[config.mk]
export PLATFORM = sky130hd
export DESIGN_NAME = legv8_fetch_ctrl_flat
export DESIGN_NICKNAME = d
export VERILOG_FILES = /design/src/rtl/legv8_fetch_ctrl_if.sv /design/src/rtl/legv8_fetch_ctrl.sv /design/src/flat_wrapper.sv
export SDC_FILE = /design/constraint.sdc
export NUM_CORES = 1
export LEC_CHECK = 0
export ABC_AREA = 1
export ABC_CLOCK_PERIOD_IN_PS = 14850
export CAP_MARGIN = 20
export CORE_ASPECT_RATIO = 0.6
export CORE_MARGIN = 2
export CORE_UTILIZATION = 40
export DETAILED_ROUTE_END_ITERATION = 6
export PLACE_DENSITY = 0.72
export SYNTH_ARGS = -nofsm -noshare
export SYNTH_HDL_FRONTEND = slang
export SYNTH_SLANG_ARGS = --single-unit
export TNS_END_PERCENT = 10
[constraint.sdc]
create_clock -name clk -period 14.85 [get_ports clk]
set_clock_uncertainty 0.05 [all_clocks]
set_input_delay 2.2275 -clock clk [delete_from_list [all_inputs] [get_ports clk]]
set_output_delay 2.2275 -clock clk [all_outputs]
set_load 0.005 [all_outputs]
[src/rtl/legv8_fetch_ctrl_if.sv]
// Fetch-controller bus bundle: redirect input, byte-memory port and decode handshake.
// Latency: none (wiring only).
// Backpressure: inst_ready from decode stalls the presented instruction.
//
// master : fetch controller side (drives memory strobe/address and instruction outputs)
// slave  : environment side (branch logic, byte memory, decode)
interface legv8_fetch_ctrl_if #(
   parameter int ADDR_W = 8
);
   logic              redirect_valid;
   logic [63:0]       redirect_pc;
   logic              mem_rd_en;
   logic [ADDR_W-1:0] mem_addr;
   logic [7:0]        mem_rdata;
   logic              inst_valid;
   logic              inst_ready;
   logic [31:0]       inst;
   logic [63:0]       inst_pc;
   logic              fetch_fault;

   modport master (
      input  redirect_valid, redirect_pc, mem_rdata, inst_ready,
      output mem_rd_en, mem_addr, inst_valid, inst, inst_pc, fetch_fault
   );

   modport slave (
      output redirect_valid, redirect_pc, mem_rdata, inst_ready,
      input  mem_rd_en, mem_addr, inst_valid, inst, inst_pc, fetch_fault
   );
endinterface

[src/rtl/legv8_fetch_ctrl.sv]
// Fetch sequencer: four byte reads per instruction, assembled big-endian, handed to decode.
// Latency: first read at cycle 0, inst_valid at cycle 5; one instruction per 6 cycles at full rate.
// Backpressure: inst_valid holds inst/inst_pc stable until inst_ready; no reads issued while stalled.
//
// Ports: clk, rst (async, active high), bus (legv8_fetch_ctrl_if.master):
//   redirect_valid/redirect_pc  branch/exception restart, flushes the fetch in flight
//   mem_rd_en/mem_addr/mem_rdata  single-ported byte memory, 1-cycle read latency
//   inst_valid/inst_ready/inst/inst_pc  instruction handoff to decode
//   fetch_fault  misaligned-PC indication (only with FETCH_ALIGN_CHECK_EN defined)
// Optional feature macro: FETCH_ALIGN_CHECK_EN enables the PC alignment check and FAULT state.
module legv8_fetch_ctrl #(
   parameter int          ADDR_W   = 8,
   parameter logic [63:0] RESET_PC = 64'h0
) (
   input logic                clk,
   input logic                rst,
   legv8_fetch_ctrl_if.master bus
);

   typedef enum logic [1:0] {
      S_FETCH = 2'd0,
      S_DRAIN = 2'd1,
      S_VALID = 2'd2
`ifdef FETCH_ALIGN_CHECK_EN
      , S_FAULT = 2'd3
`endif
   } state_t;

   state_t            state, state_nxt;
   logic [63:0]       pc;
   logic [63:0]       inst_pc_q;
   logic [31:0]       inst_q;
   logic [1:0]        byte_cnt;
   logic              handshake;
   logic              misaligned;
   logic              cap_en;
   logic [1:0]        cap_lane;
   logic              rd_en;
   logic [ADDR_W-1:0] addr;
   logic              valid;
   logic              fault;

   assign handshake = (state == S_VALID) && bus.inst_ready;

   // Alignment is only judged before the first byte of an instruction is read.
`ifdef FETCH_ALIGN_CHECK_EN
   assign misaligned = (state == S_FETCH) && (byte_cnt == 2'd0) && (pc[1:0] != 2'b00);
`else
   assign misaligned = 1'b0;
`endif

   // State register
   always_ff @(posedge clk or posedge rst) begin
      if (rst) begin
         state <= S_FETCH;
      end else begin
         state <= state_nxt;
      end
   end

   // Next-state logic; redirect overrides everything, including a same-cycle handshake.
   always_comb begin
      state_nxt = state;
      if (bus.redirect_valid) begin
         state_nxt = S_FETCH;
      end else begin
         case (state)
            S_FETCH: begin
`ifdef FETCH_ALIGN_CHECK_EN
               if (misaligned) state_nxt = S_FAULT;
               else
`endif
               if (byte_cnt == 2'd3) state_nxt = S_DRAIN;
            end
            S_DRAIN: state_nxt = S_VALID;
            S_VALID: if (bus.inst_ready) state_nxt = S_FETCH;
            default: state_nxt = state;   // FAULT waits for a redirect
         endcase
      end
   end

   // Output logic; reads are suppressed while reset is held since state already shows FETCH.
   always_comb begin
      rd_en = 1'b0;
      addr  = '0;
      valid = 1'b0;
      fault = 1'b0;
      case (state)
         S_FETCH: begin
            rd_en = !misaligned && !rst;
            if (rd_en) addr = pc[ADDR_W-1:0] + ADDR_W'(byte_cnt);
         end
         S_VALID: valid = 1'b1;
`ifdef FETCH_ALIGN_CHECK_EN
         S_FAULT: fault = 1'b1;
`endif
         default: ;
      endcase
   end

   // Read data lands one cycle after its strobe. A redirect resets byte_cnt to 0, so the
   // byte returning right after a redirect is never captured.
   always_comb begin
      cap_en   = 1'b0;
      cap_lane = 2'd0;
      if ((state == S_FETCH) && (byte_cnt != 2'd0)) begin
         cap_en   = 1'b1;
         cap_lane = byte_cnt - 2'd1;
      end else if (state == S_DRAIN) begin
         cap_en   = 1'b1;
         cap_lane = 2'd3;
      end
   end

   // Datapath: PC, byte counter, instruction assembly
   always_ff @(posedge clk or posedge rst) begin
      if (rst) begin
         pc        <= RESET_PC;
         byte_cnt  <= 2'd0;
         inst_q    <= 32'd0;
         inst_pc_q <= 64'd0;
      end else begin
         if (cap_en) begin
            case (cap_lane)
               2'd0:    inst_q[31:24] <= bus.mem_rdata;
               2'd1:    inst_q[23:16] <= bus.mem_rdata;
               2'd2:    inst_q[15:8]  <= bus.mem_rdata;
               default: inst_q[7:0]   <= bus.mem_rdata;
            endcase
         end
         if (state == S_DRAIN) inst_pc_q <= pc;

         if (bus.redirect_valid) begin
            pc       <= bus.redirect_pc;
            byte_cnt <= 2'd0;
         end else if (handshake) begin
            pc       <= pc + 64'd4;
            byte_cnt <= 2'd0;
         end else if ((state == S_FETCH) && !misaligned) begin
            byte_cnt <= byte_cnt + 2'd1;   // 3 -> 0 as the FSM moves to DRAIN
         end
      end
   end

   assign bus.mem_rd_en   = rd_en;
   assign bus.mem_addr    = addr;
   assign bus.inst_valid  = valid;
   assign bus.inst        = inst_q;
   assign bus.inst_pc     = inst_pc_q;
   assign bus.fetch_fault = fault;

endmodule

[src/flat_wrapper.sv]
// flat-port wrapper written by rule: the top's interface ports become plain ports
module legv8_fetch_ctrl_flat 
#(
   parameter int          ADDR_W   = 8,
   parameter logic [63:0] RESET_PC = 64'h0
)
  (clk, rst, bus_redirect_valid, bus_redirect_pc, bus_mem_rdata, bus_inst_ready, bus_mem_rd_en, bus_mem_addr, bus_inst_valid, bus_inst, bus_inst_pc, bus_fetch_fault);
  legv8_fetch_ctrl_if #(.ADDR_W(ADDR_W)) bus_i ();
  input logic clk;
  input logic rst;
  input wire logic [$bits(bus_i.redirect_valid)-1:0] bus_redirect_valid;
  input wire logic [$bits(bus_i.redirect_pc)-1:0] bus_redirect_pc;
  input wire logic [$bits(bus_i.mem_rdata)-1:0] bus_mem_rdata;
  input wire logic [$bits(bus_i.inst_ready)-1:0] bus_inst_ready;
  output wire logic [$bits(bus_i.mem_rd_en)-1:0] bus_mem_rd_en;
  output wire logic [$bits(bus_i.mem_addr)-1:0] bus_mem_addr;
  output wire logic [$bits(bus_i.inst_valid)-1:0] bus_inst_valid;
  output wire logic [$bits(bus_i.inst)-1:0] bus_inst;
  output wire logic [$bits(bus_i.inst_pc)-1:0] bus_inst_pc;
  output wire logic [$bits(bus_i.fetch_fault)-1:0] bus_fetch_fault;
  assign bus_i.redirect_valid = bus_redirect_valid;
  assign bus_i.redirect_pc = bus_redirect_pc;
  assign bus_i.mem_rdata = bus_mem_rdata;
  assign bus_i.inst_ready = bus_inst_ready;
  assign bus_mem_rd_en = bus_i.mem_rd_en;
  assign bus_mem_addr = bus_i.mem_addr;
  assign bus_inst_valid = bus_i.inst_valid;
  assign bus_inst = bus_i.inst;
  assign bus_inst_pc = bus_i.inst_pc;
  assign bus_fetch_fault = bus_i.fetch_fault;
  legv8_fetch_ctrl #(.ADDR_W(ADDR_W), .RESET_PC(RESET_PC)) u_core (.clk(clk), .rst(rst), .bus(bus_i));
endmodule
# Word level (Yosys, flattened, before mapping)
# Index checks and enable logic that the tools add are counted.
# totals
ff_bits	164
inputBits	76
output_inout_bits	107
word_cells	52
# op_classes
addsub	4
n_eq_ne	7
muxes	17
n_bitwise	1
n_reduce_logical	15
# op_table
cell	count
two-way mux 64 bit	2
adder 64 x 3 -> 64 bit, second input constant	1
two-way mux 2 bit	8
two-way mux 8 bit	2
adder 8 x 2 -> 8 bit	1
AND reduction 2 bit	4
== test 2 bit, second input constant	3
one-hot mux 2 bit (3 select lines)	1
== test 2 x 1 -> 1 bit, second input constant	2
zero test 2 bit	2
two-way mux 1 bit	4
nonzero test 2 bit	2
nonzero test 4 bit	1
!= test 3 x 2 -> 1 bit, second input constant	1
!= test 3 bit, second input constant	1
AND reduction 3 bit	1
nonzero test 3 bit	1
OR reduction 3 bit	1
adder 2 x 1 -> 2 bit, second input constant	1
logical AND 1 bit	2
subtractor 2 x 1 -> 2 bit, second input constant	1
zero test 1 bit	1
NOT 1 bit	1

# Longest topological paths before layout
# Gate-level depths: netlist of run 1.
# depth
word_depth	7
mapped_depth	11
depth_no_buf	11

# Least setup slack after synthesis of run 1
# No wires, ideal clock.
# synth_path
path_type	input port to output port
start	input port rst
end	output port bus_mem_addr[0]
arrival_ns	5.960
required_time_ns	12.573
slack_ns	6.613
path_stages	3
path_buffers	0
path_cell_list	inv_1 > nand2_1 > nor2_1
# synth_via
elab_chain_cells	2
# synth_lines
element	line_no	text
from (decl)	flat_wrapper.sv:10	input logic rst;
two-way mux 8 bit	legv8_fetch_ctrl.sv:91	if (rd_en) addr = pc[ADDR_W-1:0] + ADDR_W'(byte_cnt);
two-way mux 8 bit	legv8_fetch_ctrl.sv:88	case (state)
to (decl)	flat_wrapper.sv:16	output wire logic [$bits(bus_i.mem_addr)-1:0] bus_mem_addr;
# Every way passes these cells.

# Worst setup path after layout of run 1
# Ends and elaborated chain as after synthesis.

==> impl_summary.txt, run 1 <==
----------------------------------------------------
[Pwr]
  Portion of total power attributed to sequential cells ... approximately two fifths
  Design Power ... between 1500 and 2000 uW
  Switching fraction of total power ... 35.4%
  Leakage power of the design ... 0.00518 uW
  Max IR drop VDD ... around 0.085 mV
  Clock network fraction of total power ... ~25%
  Net switching power figure ... 636 uW
  Total internal power ... 1160 uW
  P per Cell Area ... between 150 and 200 mW/mm^2
  Power share of the combinational group ... between 30% and 40%

[Worst setup path]
  Category of cells accounting for the largest share of critical-path delay ... buffers and inverters
  Max incr delay on CP ... between 0.8 and 0.9 ns
  Maximum fanout along the worst path ... approximately 90
  Crit path buf inv count ... 4
  Max stage delay cell, worst path ... buf_4
  Sort of element at the end of the critical path ... output pin
  Beginning of the worst register-to-register path ... u_core.state[0]
  Worst path arrival time ... roughly 5.0 ns
  Worst-path cell chain ... clkdlybuf4s50_1, inv_6, buf_4, nand2_1, nor2_1, clkdlybuf4s50_1
  Cell with the most instances on the worst path ... clkdlybuf4s50_1
  Startpoint-to-endpoint class of the critical path ... input port to output pin
  Critical Path RT ... approximately 13 ns
  Origin of the worst setup path ... rst
  Startpoint types ... input port

[Clocking]
  TritonCTS Buffers ... 17
  CTS sink cnt ... ~160
  Clock slew at the register clock pins of the worst setup and hold paths ... 0.07 ns
  TritonCTS clock tree ... yes
  Cell at the root of the clock tree ... clkbuf_16
  Insertion delay of the later-clocked pin in the worst-skew pair ... 0.44 ns
  H-tree lvl count ... 4
  Number of gates resized after cts ... 0
  Clk buf depth ... 2
  Count of buffers added by post-CTS timing repair for setup ... 0
  Post-CTS Hold Fix Bufs ... 0

[Timing]
  Worst slew margin relative to its limit ... 35.2%
  Final Hold Fails ... 0
  Post-layout min period ... 7.26 ns
  Final worst-path cycle share ... 48.9%
  Setup-violating endpoint count in the final report ... 0
  Fmax achieved ... 138 MHz
  Actual transition at the worst max-transition pin ... ~1 ns
  Unrepaired setup endpoints after global routing ... no
  Pins over their slew limit ... 0
  Total negative slack ... 0 ns

[Cells and area]
  Final design instance area without fill ... roughly 0.011 mm^2
  Layout overhead on the synthesized area ... 29.8%
  Final-stage net count ... 1427
  Fraction of layout instances using a drive strength above 1 ... 5.98%
  Number of antenna repair diodes ... 0

[Global route]
  All-layer global routing usage ... a little over a quarter
  Met1 track demand over resource in global routing ... between 40% and 50%
  Global routing usage on met3 ... under 10%
  Initial antenna violation count ... 0
  Busiest layer in global routing ... met1
  Maximum number of pins on one net before global-route repair ... a little over 90
  Global-route wire length before repair ... ~46000 um
  Vias in the first global route ... around 8000
  Overflow left after global routing ... 0
  Met2 usage in global routing ... about a third

[Logic synthesis]
  Count of yosys warnings during synthesis ... 0
  Area of the mapped netlist ... 0.00874 mm^2
  Sequential cell area fraction in the yosys report ... between 40% and 50%
  Flop and latch count out of synthesis ... 164
  Post-Synthesis Net Count ... 1261
  Instance count of the mapped netlist ... about 1200
  Synthesized area per cell ... around 7.4 um^2
  Count of cell types in the netlist ... 40

[Status]
  Outcome ... finished, final reports clean

[Drt]
  Drt total wl ... 29500 um
  Vias per std cell ... about 5.2
  First-pass detailed-route iteration total ... 6
  Detail-routed net length per standard cell ... between 15 and 20 um
  Total DRC errors in the routed layout ... 0
  Violation count after the first detailed-route iteration ... around 830
  Vias ... around 8500
  Post-route ant nets ... 0

[Floorplanning]
  Die Height ... 119 um
  Initial core utilization ... 41.2%
  Area of the die ... roughly 0.023 mm^2
  Number of rows created at floorplan ... 41
  Placeable Area ... between 0.02 and 0.025 mm^2
  I/O pins ... 183
  Horizontal die dimension ... 195 um

[Flow run]
  Total of max-cap violations ... 0

[Placement]
  PortBufs ... ~180
  Final weighted congestion in routability-driven placement ... slightly above 0.9
  HPWL after detailed placement ... about 22000 um
  Post-Place Cell Area ... 0.0108 mm^2

[Worst hold path]
  Startpoint of the lowest-slack hold path ... u_core.bus.inst_pc[51]
  Worst min path class ... flop to flop

----------------------------------------------------
worst reg2reg max path, stage by stage (launching register included):
cell and delay [ns]:
dfrtp_1 0.40, inv_1 0.09, ha_1 0.20, nand2_2 0.18
inv_2 0.23, nand2_1 0.46, inv_2 0.74, o21ai_0 0.21
o211ai_1 0.22
cells by family after synthesis:
family / Yosys count / share of synthesized area, %
AO/OA/AOI/OAI: 187 / 12.3
XOR/XNOR: 12 / 1.20
adder cells (fa/ha/maj): 9 / 1.37
buffers and inverters: 161 / 7.11
flip-flops: 164 / 46.9
other: 1 / 0.0429
AND/OR/NAND/NOR: 642 / 31.0
final cells by class:
cell class,count,area [um^2]
fillers,1996,9890
flip-flops and latches,164,4100
multi-input cells,851,4020
repair buffers,186,1840
inverters,122,463
clock buffers,17,425
well taps,279,349
clock inverters,15,148
cell usage in the layout (no fill, tap or decap), types with 5 or more instances in the layout:
master,n
inv_8,5
inv_6,9
nand2_2,10
o21ai_0,118
a21oi_1,10
clkbuf_16,17
nand3_1,81
o211ai_1,15
o21ai_1,9
nor2_2,11
nor2_1,114
dfrtp_1,164
nand2_1,395
o21bai_1,13
o221ai_1,7
inv_1,112
nand4_1,10
clkdlybuf4s50_1,180
xor2_1,12
nor3_1,8
ha_1,8
buf_4,5
inv_2,8
registers in the layout, indices dropped and copies added, names as in the netlist:
| register | flops |
|---|---|
| u_core.byte_cnt | 2 |
| u_core.bus.inst_pc | 64 |
| u_core.state | 2 |
| u_core.bus.inst | 32 |
| u_core.pc | 64 |
power groups by stage:
stage	Sequential (uW)	Clock (uW)	Combinational [uW]
2_1_floorplan	698	0	281
3_3_place_gp	710	0	632
4_1_cts	708	446	652
3_5_place_dp	712	0	650
5_1_grt	729	461	722
6_report	710	439	645
stage by stage:
step / hold slack (ns) / cells / setup WS (ns) / utilization (%)
after CTS: 0.434 / 1634 / 7.48 / 53.4
after floorplan: 0.415 / 1176 / 6.61 / -
final: 0.432 / 1634 / 7.59 / 53.4
after global routing: 0.452 / 1634 / 7.24 / 53.4
after detailed placement: 0.410 / 1602 / 7.47 / 50.7
after global placement: 0.407 / 1602 / 7.46 / 50.7
synthesized netlist by cell type:
cell type / count / area [um^2]
inv_1: 113 / 424
fa_1: 1 / 20.0
o21ai_0: 118 / 591
a31oi_1: 3 / 18.8
nand3_1: 81 / 405
o311ai_1: 1 / 8.76
o311ai_0: 2 / 17.5
buf_1: 1 / 3.75
a32oi_1: 3 / 26.3
buf_2: 8 / 40.0
nand2_2: 10 / 62.6
nor2_4: 4 / 45.0
dfrtp_1: 164 / 4100
clkinv_1: 1 / 3.75
o21ai_1: 9 / 45.0
o21a_1: 1 / 7.51
inv_2: 8 / 30.0
nor2_1: 114 / 428
conb_1: 1 / 3.75
nand3b_1: 1 / 7.51
buf_4: 2 / 15.0
nor2_8: 3 / 60.1
a211oi_1: 1 / 7.51
nand2_4: 3 / 33.8
or2_2: 1 / 6.26
ha_1: 8 / 100
nand3_2: 1 / 10.0
nand4_1: 10 / 62.6
nor2_2: 11 / 68.8
o211ai_1: 15 / 113
a21oi_1: 10 / 50.1
nor3_1: 8 / 40.0
xor2_1: 12 / 105
o32ai_1: 1 / 8.76
o21bai_2: 1 / 11.3
o22ai_1: 2 / 12.5
o21bai_1: 13 / 97.6
clkbuf_1: 28 / 105
nand2_1: 395 / 1480
o221ai_1: 7 / 61.3
path summary, 6_finish.rpt:
check	slack [ns]	to	cells past startpoint
max	7.59	bus_mem_addr[0]	6
min in group asynchronous	2.30	u_core.bus.inst[24]	2
min	0.43	u_core.bus.inst_pc[51]	2
max in group asynchronous	10.94	u_core.pc[51]	3
min reg2reg	0.43	u_core.bus.inst_pc[51]	2
max reg2reg	12.00	u_core.pc[26]	8
layer usage:
layer,routed length [um],vias to the layer above
met5,0,-
met4,237,0
met3,2950,24
met2,11500,333
met1,14800,3996
li1,-,4098
No activity file was read; power rests on OpenSTA's default activity.
==> run 2, diff against run 1 <==
--- a/config.mk
+++ b/config.mk
@@ -6,13 +6,13 @@
 export NUM_CORES = 1
 export LEC_CHECK = 0
 export ABC_AREA = 1
-export ABC_CLOCK_PERIOD_IN_PS = 14850
+export ABC_CLOCK_PERIOD_IN_PS = 5900
 export CAP_MARGIN = 20
 export CORE_ASPECT_RATIO = 0.6
 export CORE_MARGIN = 2
 export CORE_UTILIZATION = 40
 export DETAILED_ROUTE_END_ITERATION = 6
-export PLACE_DENSITY = 0.72
+export PLACE_DENSITY = 0.75
 export SYNTH_ARGS = -nofsm -noshare
 export SYNTH_HDL_FRONTEND = slang
 export SYNTH_SLANG_ARGS = --single-unit
==> constraint.sdc (replaced) <==
create_clock -name clk -period 5.9 [get_ports clk]
set_clock_uncertainty 0.05 [all_clocks]
set_input_delay 0.885 -clock clk [delete_from_list [all_inputs] [get_ports clk]]
set_output_delay 0.885 -clock clk [all_outputs]
set_load 0.005 [all_outputs]
==> run 2 against run 1 <==
  * Register-to-register slack worse by 8.9 ns
  * Sequential cell count stayed put
  * Sequential share of layout area is 0.18 points lower
  * Clock-buffer cell count stayed put
  * Sequential power grew to 2.5 times the previous value
  * Final cell count is 0.12% higher
  * Via count is 0.78% higher
  * Combinational power grew to 2.6 times the previous value
  * Cell area is 0.50% higher
  * Die area stayed put
  * Utilization is 0.27 points higher
  * First-iteration DRC count is 13% higher
==> impl_summary.txt, run 2 (same netlist as run 1, synthesis figures left out) <==
----------------------------------------------------
[Status]
  Outcome ... finished, final reports clean

[Clocking]
  TritonCTS Buffers ... 17 (unchanged)
  Cell at the root of the clock tree ... clkbuf_16
  Post-CTS Hold Fix Bufs ... 0 (unchanged)
  Count of buffers added by post-CTS timing repair for setup ... 0 (unchanged)
  H-tree lvl count ... 4 (unchanged)
  Clk buf depth ... 2 (unchanged)
  Number of gates resized after cts ... 0 (unchanged)
  Clock slew at the register clock pins of the worst setup and hold paths ... 0.07 ns (about the same)
  CTS sink cnt ... 164 (unchanged)
  Insertion delay of the later-clocked pin in the worst-skew pair ... 0.44 ns (about the same)
  TritonCTS clock tree ... yes

[Pwr]
  Max IR drop VDD ... 0.234 mV (+180%)
  P per Cell Area ... 400 mW/mm^2 (+150%)
  Leakage power of the design ... 0.00521 uW (+0.46%)
  Design Power ... 4560 uW (+150%)

[Cells and area]
  Layout overhead on the synthesized area ... 30.5%
  Most frequent cells in the layout ... nand2_1 (395), clkdlybuf4s50_1 (180), dfrtp_1 (164)
  Number of antenna repair diodes ... 0 (unchanged)
  Leading cell type in the layout, fill and taps excluded ... nand2_1
  Fraction of layout instances using a drive strength above 1 ... 6.12% (+0.14 points)
  Final-stage net count ... 1429 (+0.14%)
  Final design instance area without fill ... 0.0114 mm^2 (+0.50%)
  Count of placed standard cells in the final layout, fillers left out ... 1636 (+0.12%)

[Timing]
  Final Hold Fails ... 0 (unchanged)
  Final worst-path cycle share ... slightly above 60%
  Setup-violating endpoint count in the final report ... 0 (unchanged)
  Post-layout min period ... 3.68 ns
  Pins over their slew limit ... 0 (unchanged)
  Actual transition at the worst max-transition pin ... 0.907 ns (-0.0649 ns)
  Fmax achieved ... ~270 MHz
  Worst slew margin relative to its limit ... 39.5% (+4.3 points)
  Unrepaired setup endpoints after global routing ... no
  Total negative slack ... 0 ns (unchanged)
  Worst Setup Slack, final ... 2.22 ns (-5.37 ns)

[Placement]
  Post-Place Cell Area ... 0.0108 mm^2 (unchanged)
  Final weighted congestion in routability-driven placement ... 1.00 (+7.6%)
  # placed instances ... 1602 (unchanged)
  Dpl ws ... 2.14 ns (-5.33 ns)
  HPWL after detailed placement ... 22200 um (about the same)
  PortBufs ... 181 (unchanged)

[Worst setup path]
  Worst path arrival time ... 2.74 ns (-2.24 ns)
  Startpoint-to-endpoint class of the critical path ... input port to output pin
  Maximum fanout along the worst path ... 100 (+9.9%)
  Sort of element at the end of the critical path ... output pin
  Startpoint types ... input port
  Critical Path RT ... 4.97 ns (-7.60 ns)

[Drt]
  Vias ... 8517 (+0.78%)
  First-pass detailed-route iteration total ... 5 (-1)
  Detail-routed net length per standard cell ... 18.0 um (-0.44%)
  Post-route ant nets ... 0 (unchanged)
  Total DRC errors in the routed layout ... 0 (unchanged)
  Drt total wl ... 29400 um (-0.32%)
  Violation count after the first detailed-route iteration ... 946 (+13%)
  Vias per std cell ... 5.21 (+0.66%)

[Floorplanning]
  Number of rows created at floorplan ... 41 (unchanged)
  Horizontal die dimension ... 195 um (unchanged)
  Area of the die ... 0.0231 mm^2 (unchanged)
  Placeable Area ... 0.0212 mm^2 (unchanged)
  Initial core utilization ... 41.2% (unchanged)
  I/O pins ... 183 (unchanged)
  Die Height ... 119 um (unchanged)

[Global route]
  Initial antenna violation count ... 0 (unchanged)
  All-layer global routing usage ... 26.2% (+0.14 points)
  Global-route wire length before repair ... 46500 um (+0.52%)
  Overflow left after global routing ... 0 (unchanged)
  Vias in the first global route ... 8197 (-0.22%)
  Maximum number of pins on one net before global-route repair ... 101 (+9.8%)

[Worst hold path]
  Worst min path class ... flop to flop

[Flow run]
  Total of max-cap violations ... 0 (unchanged)

----------------------------------------------------
run 2: final timing paths:
| check | cells past startpoint | slack, ns | to | startpoint |
|---|---|---|---|---|
| worst max-delay path | 5 | 2.22 | bus_mem_addr[1] | rst |
| min in group asynchronous | 2 | 0.96 | u_core.bus.inst_pc[1] | rst |
| worst max register to register | 8 | 3.11 | u_core.pc[23] | u_core.state[0] |
| max in group asynchronous | 3 | 3.35 | u_core.pc[57] | rst |
| worst min-delay path | 2 | 0.43 | u_core.bus.inst_pc[41] | u_core.bus.inst_pc[41] |
| worst min register to register | 2 | 0.43 | u_core.bus.inst_pc[41] | u_core.bus.inst_pc[41] |
run 2: where the power goes:
group          total, uW  switching, uW  internal, uW
clock network       1140            560           577
registers           1780            275          1500
logic               1650            786           864
total               4560           1620          2940
run 2: per-stage QoR:
stage	hold slack, ns	utilization [%]
floorplan	0.415	-
global placement	0.414	50.7
detailed placement	0.413	50.7
CTS	0.435	53.6
global route	0.458	53.7
finish	0.432	53.7
run 2: metal layers:
metal	GRT usage [%]	vias up	part of all wire (%)	wire, um
met3	7.85	21	11	3280
met5	0	-	0	0
met1	41.5	3987	50	14600
met2	34.4	399	38	11200
met4	5.20	0	0.78	228
li1	-	4110	-	-
run 2: layout make-up:
| type | count | area [um^2] |
|---|---|---|
| Fill cell | 1981 | 9830 |
| Sequential cell | 164 | 4100 |
| Multi-Input combinational cell | 851 | 4020 |
| Timing Repair Buffer | 188 | 1870 |
| Inverter | 122 | 463 |
| Clock buffer | 17 | 425 |
| Tap cell | 279 | 349 |
| Clock inverter | 15 | 176 |
run 2: worst max-delay path, cell delays in order:
cell and delay, ns:
clkdlybuf4s50_1 0.48, inv_6 0.64, nand2_1 0.10, nor2_1 0.12, clkdlybuf4s50_1 0.50
==> run 3, diff against run 2 <==
--- a/config.mk
+++ b/config.mk
@@ -6,13 +6,13 @@
 export NUM_CORES = 1
 export LEC_CHECK = 0
 export ABC_AREA = 1
-export ABC_CLOCK_PERIOD_IN_PS = 5900
+export ABC_CLOCK_PERIOD_IN_PS = 3600
 export CAP_MARGIN = 20
 export CORE_ASPECT_RATIO = 0.6
 export CORE_MARGIN = 2
 export CORE_UTILIZATION = 40
 export DETAILED_ROUTE_END_ITERATION = 6
-export PLACE_DENSITY = 0.75
+export PLACE_DENSITY = 0.72
 export SYNTH_ARGS = -nofsm -noshare
 export SYNTH_HDL_FRONTEND = slang
 export SYNTH_SLANG_ARGS = --single-unit
==> constraint.sdc (replaced) <==
create_clock -name clk -period 3.6 [get_ports clk]
set_clock_uncertainty 0.05 [all_clocks]
set_input_delay 0.54 -clock clk [delete_from_list [all_inputs] [get_ports clk]]
set_output_delay 0.54 -clock clk [all_outputs]
set_load 0.005 [all_outputs]
==> run 3 against run 2 <==
  * Worst hold slack better by 0.0066 ns
  * Largest power group unchanged
  * Global-route usage is 0.14 points higher
  * Sequential share of layout area is 0.15 points lower
  * Combinational power is 62% higher
  * Non-clock buffer count is 5 higher
  * Wire length is 1.7% higher
  * Power is 64% higher
  * Sequential cell count stayed put
  * Critical path depth is 3 higher
==> impl_summary.txt, run 3 (same netlist as run 1, synthesis figures left out) <==
----------------------------------------------------
[Placement]
  HPWL after detailed placement ... 22800 um (+2.9%)
  Final weighted congestion in routability-driven placement ... 0.961 (-4.2%)
  # placed instances ... 1608 (+0.37%)
  PortBufs ... 181 (unchanged)

[Global route]
  All-layer global routing usage ... 26.3% (+0.14 points)
  Vias in the first global route ... 7898 (-3.6%)
  Overflow left after global routing ... 0 (unchanged)
  Global-route wire length before repair ... 46300 um (-0.27%)
  Maximum number of pins on one net before global-route repair ... 82 (-19%)
  Initial antenna violation count ... 0 (unchanged)

[Worst setup path]
  Origin of the worst setup path ... u_core.state[1]
  Capture instance of the worst register-to-register path ... u_core.state[0]
  Startpoint-to-endpoint class of the critical path ... flop to output pin
  Worst R2R Setup Slack ... 1.31 ns (-1.80 ns)
  Startpoint types ... flop
  Worst path arrival time ... 2.50 ns (-0.24 ns)
  Sort of element at the end of the critical path ... output pin
  Logic depth of the worst register-to-register path ... 6 (-2)
  Critical path endpoint ... bus_mem_addr[2]
  Maximum fanout along the worst path ... 8 (-92%)
  Beginning of the worst register-to-register path ... u_core.state[1]
  Critical Path RT ... 3.01 ns (-1.96 ns)

[Floorplanning]
  I/O pins ... 183 (unchanged)
  Number of rows created at floorplan ... 41 (unchanged)
  Placeable Area ... 0.0212 mm^2 (unchanged)
  Die Height ... 119 um (unchanged)
  Area of the die ... 0.0231 mm^2 (unchanged)
  Initial core utilization ... 41.2% (unchanged)
  Horizontal die dimension ... 195 um (unchanged)

[Flow run]
  Total of max-cap violations ... 0 (unchanged)

[Timing]
  Pins over their slew limit ... 0 (unchanged)
  Setup-violating endpoint count in the final report ... 0 (unchanged)
  Worst slew margin relative to its limit ... 30.0% (-9.5 points)
  Fmax achieved ... roughly 320 MHz
  Final Hold Fails ... 0 (unchanged)
  Actual transition at the worst max-transition pin ... 1.04 ns (+0.135 ns)
  Total negative slack ... 0 ns (unchanged)
  Final worst-path cycle share ... a little under nine tenths
  Post-layout min period ... slightly above 3 ns
  Smallest hold slack ... 0.438 ns (+0.00660 ns)
  Unrepaired setup endpoints after global routing ... no

[Drt]
  First-pass detailed-route iteration total ... 5 (unchanged)
  Drt total wl ... 29900 um (+1.7%)
  Total DRC errors in the routed layout ... 0 (unchanged)
  Violation count after the first detailed-route iteration ... 850 (-10%)
  Post-route ant nets ... 0 (unchanged)
  Vias ... 8485 (-0.38%)
  Vias per std cell ... 5.17 (-0.68%)
  Detail-routed net length per standard cell ... 18.2 um (+1.4%)

[Pwr]
  P per Cell Area ... 655 mW/mm^2 (+64%)
  Clock network fraction of total power ... 25.3% (+0.4 points)
  Design Power ... 7500 uW (+64%)
  Total internal power ... 4860 uW (+65%)
  Portion of total power attributed to sequential cells ... 39.0% (about the same)
  Power share of the combinational group ... 35.7% (-0.4 points)
  Leakage power of the design ... 0.00523 uW (+0.45%)
  Net switching power figure ... 2640 uW (+63%)
  Switching fraction of total power ... 35.2% (-0.35 points)
  Max IR drop VDD ... 0.314 mV (+34%)

[Clocking]
  TritonCTS clock tree ... yes
  Number of gates resized after cts ... 0 (unchanged)
  Clk buf depth ... 2 (unchanged)
  Post-CTS Hold Fix Bufs ... 0 (unchanged)
  Cell at the root of the clock tree ... clkbuf_16
  Insertion delay of the later-clocked pin in the worst-skew pair ... 0.44 ns (about the same)
  CTS sink cnt ... 164 (unchanged)
  H-tree lvl count ... 4 (unchanged)
  Clock slew at the register clock pins of the worst setup and hold paths ... 0.08 ns (about the same)
  Count of buffers added by post-CTS timing repair for setup ... 0 (unchanged)
  TritonCTS Buffers ... 17 (unchanged)

[Cells and area]
  Final-stage net count ... 1434 (+0.35%)
  Count of placed standard cells in the final layout, fillers left out ... 1641 (+0.31%)
  Number of inserted filler cells in the final layout ... 1987 (+0.30%)
  Area of combinational cells with multiple inputs ... 0.00402 mm^2 (unchanged)
  Fraction of layout instances using a drive strength above 1 ... 6.46% (+0.34 points)
  Leading cell type in the layout, fill and taps excluded ... nand2_1
  Layout overhead on the synthesized area ... 31.0%
  Register cell area after layout ... 0.00410 mm^2 (unchanged)
  Number of antenna repair diodes ... 0 (unchanged)
  Most frequent cells in the layout ... nand2_1 (395), clkdlybuf4s50_1 (180), dfrtp_1 (164)
  Core utilization of the finished layout ... 53.9% (+0.22 points)

[Status]
  Outcome ... finished, final reports clean

[Worst hold path]
  Worst min path class ... flop to flop

----------------------------------------------------
[run 3: cell types whose count changed in the layout (fill, tap and decap cells not counted)]
cell and delta:
clkinv_4 +1, inv_12 -1, buf_16 +1, bufinv_16 +1, buf_12 -1, clkinvlp_4 +1, buf_4 +5, clkinv_8 -1
inv_8 -1
[run 3: final cells by class]
class                      count  area share [%]
multi-input combinational    851            35.1
tap                          279            3.05
inverter                     122            4.03
clock inverter                15            1.57
timing repair buffer         193            16.7
sequential                   164            35.8
clock buffer                  17            3.71
[run 3: worst min path at each step]
| stage | startpoint | end | slack [ns] | depth (start not counted) |
|---|---|---|---|---|
| after floorplan | u_core.bus.inst_pc[0] | u_core.bus.inst_pc[0] | 0.42 | 2 |
| after global placement | u_core.bus.inst_pc[27] | u_core.bus.inst_pc[27] | 0.42 | 2 |
| after detailed placement | u_core.bus.inst_pc[39] | u_core.bus.inst_pc[39] | 0.41 | 2 |
| after CTS | u_core.bus.inst_pc[30] | u_core.bus.inst_pc[30] | 0.44 | 2 |
| after global routing | u_core.bus.inst_pc[1] | u_core.bus.inst_pc[1] | 0.46 | 2 |
| final | u_core.bus.inst[2] | u_core.bus.inst[2] | 0.44 | 2 |
[run 3: layer usage]
metal	vias to the layer above	part of all wire (%)	global-route usage, %
li1	4118	-	-
met1	4018	52	42.9
met2	333	38	34.2
met3	16	9.0	7.02
met4	0	0.64	4.68
met5	-	0	0
[run 3: worst max-delay path, stage by stage, from the launching register on]
cell	delay [ns]
dfrtp_1	0.41
inv_1	0.10
ha_1	0.21
inv_2	0.09
nor2_1	0.33
inv_1	0.16
a21oi_1	0.14
o21a_1	0.13
clkdlybuf4s50_1	0.49
[run 3: power by group through the flow]
| stage | sequential [uW] | clock (uW) | combinational [uW] |
|---|---|---|---|
| after floorplan | 2880 | 0 | 1160 |
| final | 2930 | 1890 | 2680 |
| after CTS | 2920 | 1910 | 2700 |
| after global placement | 2920 | 0 | 2620 |
| after global routing | 3010 | 1990 | 2970 |
| after detailed placement | 2940 | 0 | 2680 |
[run 3: metrics by stage]
| stage | cell area (um^2) | setup slack [ns] |
|---|---|---|
| global route | 11500 | 0.379 |
| global placement | 10800 | 0.767 |
| detailed placement | 10800 | 0.757 |
| CTS | 11400 | 0.535 |
| floorplan | 8750 | -0.0841 |
| finish | 11500 | 0.509 |
